[src/rtl/decode_stage_reg_if.sv]
// Handshake and decoded-field bundle between fetch, the IF/ID stage and execute.
// master = fetch/execute side, slave = the decode stage register.
interface decode_stage_reg_if #(
    parameter int XLEN = 32
);
    logic            in_valid;
    logic            in_ready;
    logic [31:0]     in_instruction;
    logic [XLEN-1:0] in_pc;
    logic            flush;
    logic            out_valid;
    logic            out_ready;
    logic [XLEN-1:0] out_pc;
    logic [6:0]      opcode;
    logic [4:0]      rd;
    logic [2:0]      funct3;
    logic [4:0]      rs1;
    logic [4:0]      rs2;
    logic [6:0]      funct7;
    logic [XLEN-1:0] imm;
    logic [2:0]      imm_type;
    logic            illegal;

    modport master (
        output in_valid, in_instruction, in_pc, flush, out_ready,
        input  in_ready, out_valid, out_pc, opcode, rd, funct3, rs1, rs2,
               funct7, imm, imm_type, illegal
    );

    modport slave (
        input  in_valid, in_instruction, in_pc, flush, out_ready,
        output in_ready, out_valid, out_pc, opcode, rd, funct3, rs1, rs2,
               funct7, imm, imm_type, illegal
    );
endinterface

[src/rtl/decode_stage_reg.sv]
// IF/ID stage register: decodes on entry, holds up to two entries (skid) or one,
// and drives every output straight from the main register.
module decode_stage_reg #(
    parameter int XLEN        = 32,
    parameter bit ENABLE_SKID = 1'b1
) (
    input  logic               clk,
    input  logic               reset,
    decode_stage_reg_if.slave  bus
);
    localparam logic [2:0] T_NONE = 3'd0;
    localparam logic [2:0] T_I    = 3'd1;
    localparam logic [2:0] T_S    = 3'd2;
    localparam logic [2:0] T_B    = 3'd3;
    localparam logic [2:0] T_U    = 3'd4;
    localparam logic [2:0] T_J    = 3'd5;

    typedef struct packed {
        logic [XLEN-1:0] pc;
        logic [31:0]     instr;
        logic [XLEN-1:0] imm;
        logic [2:0]      typ;
        logic            ill;
    } dec_t;

    dec_t        r_main, r_skid, w_dec;
    logic        r_main_vld, r_skid_vld;
    logic        w_in_ready, w_acc;
    logic [31:0] w_ins, w_imm32;
    logic [2:0]  w_typ;
    logic        w_ill;

    assign w_ins = bus.in_instruction;

    always_comb begin
        w_typ = T_NONE;
        w_ill = 1'b0;
        unique case (w_ins[6:0])
            7'b0110011:                                         w_typ = T_NONE;
            7'b0010011, 7'b0000011, 7'b1100111,
            7'b1110011, 7'b0001111:                             w_typ = T_I;
            7'b0100011:                                         w_typ = T_S;
            7'b1100011:                                         w_typ = T_B;
            7'b0110111, 7'b0010111:                             w_typ = T_U;
            7'b1101111:                                         w_typ = T_J;
            default:                                            w_ill = 1'b1;
        endcase
    end

    always_comb begin
        w_imm32 = '0;
        unique case (w_typ)
            T_I:     w_imm32 = {{20{w_ins[31]}}, w_ins[31:20]};
            T_S:     w_imm32 = {{20{w_ins[31]}}, w_ins[31:25], w_ins[11:7]};
            T_B:     w_imm32 = {{19{w_ins[31]}}, w_ins[31], w_ins[7], w_ins[30:25], w_ins[11:8], 1'b0};
            T_U:     w_imm32 = {w_ins[31:12], 12'b0};
            T_J:     w_imm32 = {{11{w_ins[31]}}, w_ins[31], w_ins[19:12], w_ins[20], w_ins[30:21], 1'b0};
            default: w_imm32 = '0;
        endcase
    end

    // The 32-bit immediate already carries its sign in bit 31; widen from there.
    always_comb begin
        w_dec          = '0;
        w_dec.pc       = bus.in_pc;
        w_dec.instr    = w_ins;
        w_dec.typ      = w_typ;
        w_dec.ill      = w_ill;
        w_dec.imm      = {XLEN{w_imm32[31]}};
        w_dec.imm[31:0] = w_imm32;
    end

    assign w_in_ready = ENABLE_SKID ? ~r_skid_vld : (bus.out_ready | ~r_main_vld);
    assign w_acc      = bus.in_valid & w_in_ready & ~bus.flush;

    always_ff @(posedge clk) begin
        if (reset) begin
            r_main     <= '0;
            r_skid     <= '0;
            r_main_vld <= 1'b0;
            r_skid_vld <= 1'b0;
        end else if (bus.flush) begin
            r_main_vld <= 1'b0;
            r_skid_vld <= 1'b0;
        end else if (ENABLE_SKID) begin
            if (!r_main_vld || bus.out_ready) begin
                if (r_skid_vld) begin
                    r_main     <= r_skid;
                    r_main_vld <= 1'b1;
                    r_skid_vld <= w_acc;
                    if (w_acc) r_skid <= w_dec;
                end else begin
                    r_main_vld <= w_acc;
                    if (w_acc) r_main <= w_dec;
                end
            end else if (w_acc) begin
                r_skid     <= w_dec;
                r_skid_vld <= 1'b1;
            end
        end else begin
            if (w_acc) begin
                r_main     <= w_dec;
                r_main_vld <= 1'b1;
            end else if (bus.out_ready) begin
                r_main_vld <= 1'b0;
            end
        end
    end

    assign bus.in_ready  = w_in_ready;
    assign bus.out_valid = r_main_vld;
    assign bus.out_pc    = r_main.pc;
    assign bus.opcode    = r_main.instr[6:0];
    assign bus.rd        = r_main.instr[11:7];
    assign bus.funct3    = r_main.instr[14:12];
    assign bus.rs1       = r_main.instr[19:15];
    assign bus.rs2       = r_main.instr[24:20];
    assign bus.funct7    = r_main.instr[31:25];
    assign bus.imm       = r_main.imm;
    assign bus.imm_type  = r_main.typ;
    // Stale data after a flush must never report as illegal.
    assign bus.illegal   = r_main.ill & r_main_vld;
endmodule

[src/flat_wrapper.sv]
// flat-port wrapper written by rule: the top's interface ports become plain ports
module decode_stage_reg_flat 
#(
    parameter int XLEN        = 32,
    parameter bit ENABLE_SKID = 1'b1
)
  (clk, reset, bus_in_valid, bus_in_instruction, bus_in_pc, bus_flush, bus_out_ready, bus_in_ready, bus_out_valid, bus_out_pc, bus_opcode, bus_rd, bus_funct3, bus_rs1, bus_rs2, bus_funct7, bus_imm, bus_imm_type, bus_illegal);
  decode_stage_reg_if #(.XLEN(XLEN)) bus_i ();
  input  logic clk;
  input  logic reset;
  input wire logic [$bits(bus_i.in_valid)-1:0] bus_in_valid;
  input wire logic [$bits(bus_i.in_instruction)-1:0] bus_in_instruction;
  input wire logic [$bits(bus_i.in_pc)-1:0] bus_in_pc;
  input wire logic [$bits(bus_i.flush)-1:0] bus_flush;
  input wire logic [$bits(bus_i.out_ready)-1:0] bus_out_ready;
  output wire logic [$bits(bus_i.in_ready)-1:0] bus_in_ready;
  output wire logic [$bits(bus_i.out_valid)-1:0] bus_out_valid;
  output wire logic [$bits(bus_i.out_pc)-1:0] bus_out_pc;
  output wire logic [$bits(bus_i.opcode)-1:0] bus_opcode;
  output wire logic [$bits(bus_i.rd)-1:0] bus_rd;
  output wire logic [$bits(bus_i.funct3)-1:0] bus_funct3;
  output wire logic [$bits(bus_i.rs1)-1:0] bus_rs1;
  output wire logic [$bits(bus_i.rs2)-1:0] bus_rs2;
  output wire logic [$bits(bus_i.funct7)-1:0] bus_funct7;
  output wire logic [$bits(bus_i.imm)-1:0] bus_imm;
  output wire logic [$bits(bus_i.imm_type)-1:0] bus_imm_type;
  output wire logic [$bits(bus_i.illegal)-1:0] bus_illegal;
  assign bus_i.in_valid = bus_in_valid;
  assign bus_i.in_instruction = bus_in_instruction;
  assign bus_i.in_pc = bus_in_pc;
  assign bus_i.flush = bus_flush;
  assign bus_i.out_ready = bus_out_ready;
  assign bus_in_ready = bus_i.in_ready;
  assign bus_out_valid = bus_i.out_valid;
  assign bus_out_pc = bus_i.out_pc;
  assign bus_opcode = bus_i.opcode;
  assign bus_rd = bus_i.rd;
  assign bus_funct3 = bus_i.funct3;
  assign bus_rs1 = bus_i.rs1;
  assign bus_rs2 = bus_i.rs2;
  assign bus_funct7 = bus_i.funct7;
  assign bus_imm = bus_i.imm;
  assign bus_imm_type = bus_i.imm_type;
  assign bus_illegal = bus_i.illegal;
  decode_stage_reg #(.XLEN(XLEN), .ENABLE_SKID(ENABLE_SKID)) u_core (.clk(clk), .reset(reset), .bus(bus_i));
endmodule
[config.mk]
export PLATFORM = sky130hd
export DESIGN_NAME = decode_stage_reg_flat
export DESIGN_NICKNAME = d
export VERILOG_FILES = /design/src/rtl/decode_stage_reg_if.sv /design/src/rtl/decode_stage_reg.sv /design/src/flat_wrapper.sv
export SDC_FILE = /design/constraint.sdc
export NUM_CORES = 1
export LEC_CHECK = 0
export CAP_MARGIN = 15
export CORE_UTILIZATION = 30
export CTS_CLUSTER_DIAMETER = 40
export CTS_CLUSTER_SIZE = 14
export DETAILED_ROUTE_END_ITERATION = 16
export GPL_ROUTABILITY_DRIVEN = 0
export GPL_TIMING_DRIVEN = 0
export PLACE_DENSITY_LB_ADDON = 0.15
export SLEW_MARGIN = 0
export SYNTH_ARGS = -nofsm -noshare
export SYNTH_HDL_FRONTEND = slang
export SYNTH_SLANG_ARGS = --single-unit
[constraint.sdc]
create_clock -name clk -period 2.2 [get_ports clk]
set_input_delay 0.44 -clock clk [delete_from_list [all_inputs] [get_ports clk]]
set_output_delay 0.44 -clock clk [all_outputs]
set_load 0.005 [all_outputs]
# Word level (Yosys, flattened, before mapping)
# Cells that the tools add are included.
[totals]
reg_bits = 202
in_bits = 69
output_inout_bits = 102
word_cells = 56
[op_classes]
eq_ne = 17
mux = 12
bitwise = 5
n_reduce_logical = 10
[ops]
columns = ["op", "count"]
rows = [
  ["100-bit two-way mux", 5],
  ["32-bit case mux with 5 select lines", 1],
  ["7-bit == test (second input constant)", 4],
  ["7-bit by 6-bit == test with 1-bit output (second input constant)", 3],
  ["3-bit case mux with 5 select lines", 1],
  ["7-bit by 5-bit == test with 1-bit output (second input constant)", 2],
  ["11-bit OR reduction", 1],
  ["7-bit by 2-bit == test with 1-bit output (second input constant)", 1],
  ["7-bit by 4-bit == test with 1-bit output (second input constant)", 1],
  ["3-bit by 2-bit == test with 1-bit output (second input constant)", 2],
  ["3-bit == test (second input constant)", 2],
  ["1-bit two-way mux", 5],
  ["5-bit OR reduction", 1],
  ["2-bit nonzero test", 2],
  ["2-bit OR reduction", 2],
  ["1-bit bitwise AND", 3],
  ["3-bit by 1-bit == test with 1-bit output (second input constant)", 1],
  ["3-bit AND reduction", 1],
  ["2-bit by 1-bit != test with 1-bit output (second input constant)", 1],
  ["1-bit NOT", 2],
  ["2-bit AND reduction", 1],
  ["1-bit zero test", 1],
  ["1-bit logical OR", 1],
]

# Depth between registers and ports, before layout
[logic_depth]
word_depth = 8
depth_mapped = 8
depth_no_buf = 5

# Worst setup path before layout
# OpenSTA, ideal clock, no wires.
[synth_path]
path_type = "input-to-reg"
start = "in bus_out_ready"
end = "reg u_core.r_main, in the netlist u_core.bus.imm[12]"
setup_time_ns = 0.142
arrival_ns = 1.696
required_ns = 2.058
path_slack_ns = 0.362
stages = 6
path_buffers = 2
cell_sequence = "and2b_1 -> or3_1 -> clkbuf_1 -> buf_2 -> nor2_1 -> a311oi_1"
[synth_via]
elab_chain_cells = 2
[synth_rtl]
columns = ["item", "line", "rtl"]
rows = [
  ["start, declared", "flat_wrapper.sv:15", "input wire logic [$bits(bus_i.out_ready)-1:0] bus_out_ready;"],
  ["1-bit logical OR", "decode_stage_reg.sv:86", "if (!r_main_vld || bus.out_ready) begin"],
  ["3-bit AND reduction (no line)", "--", ""],
  ["end signal, assigned", "decode_stage_reg.sv:88", "r_main <= r_skid;"],
  ["end signal, assigned", "decode_stage_reg.sv:94", "if (w_acc) r_main <= w_dec;"],
  ["end signal, assigned", "decode_stage_reg.sv:102", "r_main <= w_dec;"],
  ["end, declared", "decode_stage_reg.sv:26", "dec_t r_main, r_skid, w_dec;"],
]
# No other way between the ends.
# A chain may end at the register's enable or synchronous reset.

# Worst setup path after layout
[layout_path]
start = "reg u_core.r_skid_vld"
end = "out bus_in_ready"
[layout_via]
elab_chain_cells = 1
[layout_rtl]
columns = ["item", "line", "rtl"]
rows = [
  ["start, declared", "decode_stage_reg.sv:27", "logic r_main_vld, r_skid_vld;"],
  ["start signal, assigned", "decode_stage_reg.sv:90", "r_skid_vld <= w_acc;"],
  ["1-bit NOT", "decode_stage_reg.sv:73", "assign w_in_ready = ENABLE_SKID ? ~r_skid_vld : (bus.out_ready | ~r_main_vld);"],
  ["end, declared", "flat_wrapper.sv:16", "output wire logic [$bits(bus_i.in_ready)-1:0] bus_in_ready;"],
]
# No other way between the ends.

==> results by group <==
Timing
  • TNS Setup: 0 ps
  • Worst-Margin Slew: approximately 1000 ps
  • Worst hold margin: about 450 ps
  • Rel. slew slack: a little under a third
  • # setup viols final: 0
  • Fin. Hold Viols: 0
  • RSZ-0062 raised after global routing: true
  • Min Tclk post-route: ~2100 ps
  • Count of pins over their slew limit: 0
  • Fmax: 468 MHz
  • Final period util: between 90 and 100%
  • Clock skew: about 7.5 ps

Power and ir drop
  • Total power: ~10 mW
  • Clock power frac: 51.9%
  • Seq pwr share: between 30% and 40%
  • IR drop worst, VDD: roughly 0.00037 V
  • Internal Power: a little under 8 mW
  • Switching share of power: 23.3%
  • PD cells: between 800 and 900 nW/um^2
  • Sw Pwr: ~2.4 mW
  • Cell leakage power: 4.51 nW
  • Combinational share of power: 10.6%

Yosys
  • Ys Warns: 0
  • Post-synthesis mux area share: under 10%
  • EDFF count, synth: 0
  • Register area share after synthesis: between 40% and 50%
  • Top_reg_cell synth: dfxtp_1
  • Compound-cell area share of the yosys netlist: between 20% and 30%
  • Adder-cell share of the synthesized area: 0%
  • Yosys cell types: 50
  • Synthesized flop and latch total: 202
  • Asr flop ratio synth: 0%
  • Synth Area in XOR/XNOR: 0.0964%
  • Largest family of logic cells by synthesized area: compound AO/OA/AOI/OAI gates
  • Post-Syn Area: around 9100 um^2
  • Syn avg cell area: about 8.4 um^2
  • Synth Net Count: approximately 1.1k
  • Synth Area in Simple Gates: about 16%
  • Cells after Synth: roughly 1.1k

Die
  • Core Footprint: a little under 30000 um^2
  • Initial Util: a little under a third
  • Row cnt: 63
  • Die area: between 30000 and 40000 um^2
  • Ports: roughly 170
  • Die X: 176 um
  • DIE HEIGHT: ~180 um

Setup path
  • Critical Path End Type: primary output
  • Critical Path RT: around 1800 ps
  • CP Class: reg -> out
  • Crit-path max FO: 10
  • R2R depth: 4
  • Crit path DAT: ~1700 ps
  • Startpoint Class: flop

Cells and area
  • Post-Layout Cell Count: 1698
  • Reg area: a little over 4000 um^2
  • Layout Area Growth over Synthesis: 37.7%
  • # nets final: ~1.4k
  • Layout cell share with drive strength beyond 1: ~16%
  • Multi-input combinational cell area: approximately 4000 um^2
  • Final Cell Area: ~13000 um^2
  • Fill cell total of the finished layout: 3059
  • Most frequent cells in the layout: dfxtp_1, clkdlybuf4s50_1, nand2_1
  • Commonest non-fill, non-tap cell in the layout: dfxtp_1
  • N_diodes: 0

Placed design
  • DPL Wire Length: ~21000 um
  • Post-DP Area: between 10000 and 15000 um^2
  • Input/output buffers: between 150 and 200
  • DP Cell Count: between 1.5k and 2k

Route
  • DRT antenna net count: 0
  • Average wire per standard cell: ~17 um
  • First drt pass iteration count: 5
  • DRT iter0 DRCs: 423
  • Vias per cell: about 4.8
  • Routed wire length: around 28000 um
  • Vias: just over 8k
  • DR DRC count: 0

Global route
  • First-pass GRT wire length: 43200 um
  • Total grt overflow: 0
  • Largest net degree at the start of global routing: 13
  • Total GRT Usage: 18.0%
  • Initial antenna violation count: 0
  • Number of global-route vias before repair: 7741

CTS
  • Clk slew on worst S/H paths: ~50 ps
  • TritonCTS clock tree: built
  • Clock sink total: between 200 and 250
  • Clk_lat worst skew: approximately 490 ps
  • Post-CTS Hold Buffers: 0
  • Clock buffer depth: 3
  • Root buf cell: clkbuf_16
  • H-tree levels: 2
  • TritonCTS buffer count: 34

Min path
  • WHS Path Cells: 2
  • Worst hold path type: reg -> reg

Outcome
  • Run status: finished clean

Run
  • Max-cap violations: 0
[synthesized netlist by cell type, types with 5 or more instances]
master	instances	area, um^2
or3_1	13	81.3
buf_1	13	48.8
o21ai_0	31	155
nor3_1	8	40.0
dfxtp_1	202	4040
a211oi_1	91	683
clkbuf_1	53	199
a22o_1	6	52.6
nand2_1	167	627
nor2_1	108	405
inv_1	5	18.8
a311oi_1	22	193
buf_2	18	90.1
nand3_1	9	45.0
a21o_1	11	82.6
a21oi_1	101	505
nand3b_1	7	52.6
buf_4	101	758
mux2i_1	64	641
[repair_timing]
action	in CTS	in global routing
buffers inserted	6	0
cloned	0	0
pin swaps	1	0
resized for setup	14	26
endpoints found under the setup margin	150	98
[per-stage QoR]
step                      util, %  setup WS, ps
after floorplan                 -           362
after CTS                    42.0         -1.37
after global placement       37.9         -1120
final                        42.1          63.9
after global routing         42.1         -8.23
after detailed placement     37.9         -1110
[worst paths after layout]
path,end,slack [ps],startpoint
worst min register to register,u_core.r_skid[90],450,u_core.r_skid[90]
worst min-delay path,u_core.r_skid[90],450,u_core.r_skid[90]
worst max-delay path,bus_in_ready,60,u_core.r_skid_vld
worst max register to register,u_core.bus.funct7[5],130,u_core.r_skid_vld
[state kept, by name (all words and copies together), names as in the netlist]
signal and count:
u_core.bus.funct3 3, u_core.bus.funct7 7, u_core.bus.imm 32, u_core.bus.imm_type 3, u_core.bus.opcode 7, u_core.bus.out_pc 32, u_core.bus.out_valid 1, u_core.bus.rd 5
u_core.bus.rs1 5, u_core.bus.rs2 5, u_core.r_main 1, u_core.r_skid 100, u_core.r_skid_vld 1
[critical path, cell delays in order, from the launching register on]
cell,delay [ps]
dfxtp_1,360
buf_6,200
clkinvlp_4,120
buf_2,210
dlygate4sd2_1,320
[routing by layer]
| layer | up-vias | GRT usage (%) | share of wire, % |
|---|---|---|---|
| li1 | 4065 | - | - |
| met1 | 3769 | 23.8 | 46 |
| met2 | 215 | 30.0 | 48 |
| met3 | 31 | 3.14 | 4.8 |
| met4 | 0 | 4.82 | 1.4 |
| met5 | - | 0 | 0 |
[power by group through the flow]
stage	logic, mW	clock network, mW	registers, mW
CTS	1.10	5.42	3.86
detailed placement	1.08	0	3.94
floorplan	0.545	0	3.91
global placement	1.08	0	3.93
finish	1.09	5.33	3.86
global route	1.18	5.59	3.87
[cell families (layout without fill, tap and decap cells)]
logic type / count (synthesis) / count (layout)
AO/OA/AOI/OAI: 279 / 279
XOR/XNOR: 1 / 1
buffers and inverters: 191 / 423
flip-flops: 202 / 202
multiplexers: 64 / 64
AND/OR/NAND/NOR: 339 / 339
[final cells by class]
type	count	area share, %
clock buffers	46	7.91
flip-flops and latches	202	32.3
inverters	5	0.180
clock inverters	14	1.30
repair buffers	174	13.8
well taps	390	3.90
multi-input cells	683	31.6
plain buffers	184	9.00
Power figures use the tool's default switching activity.
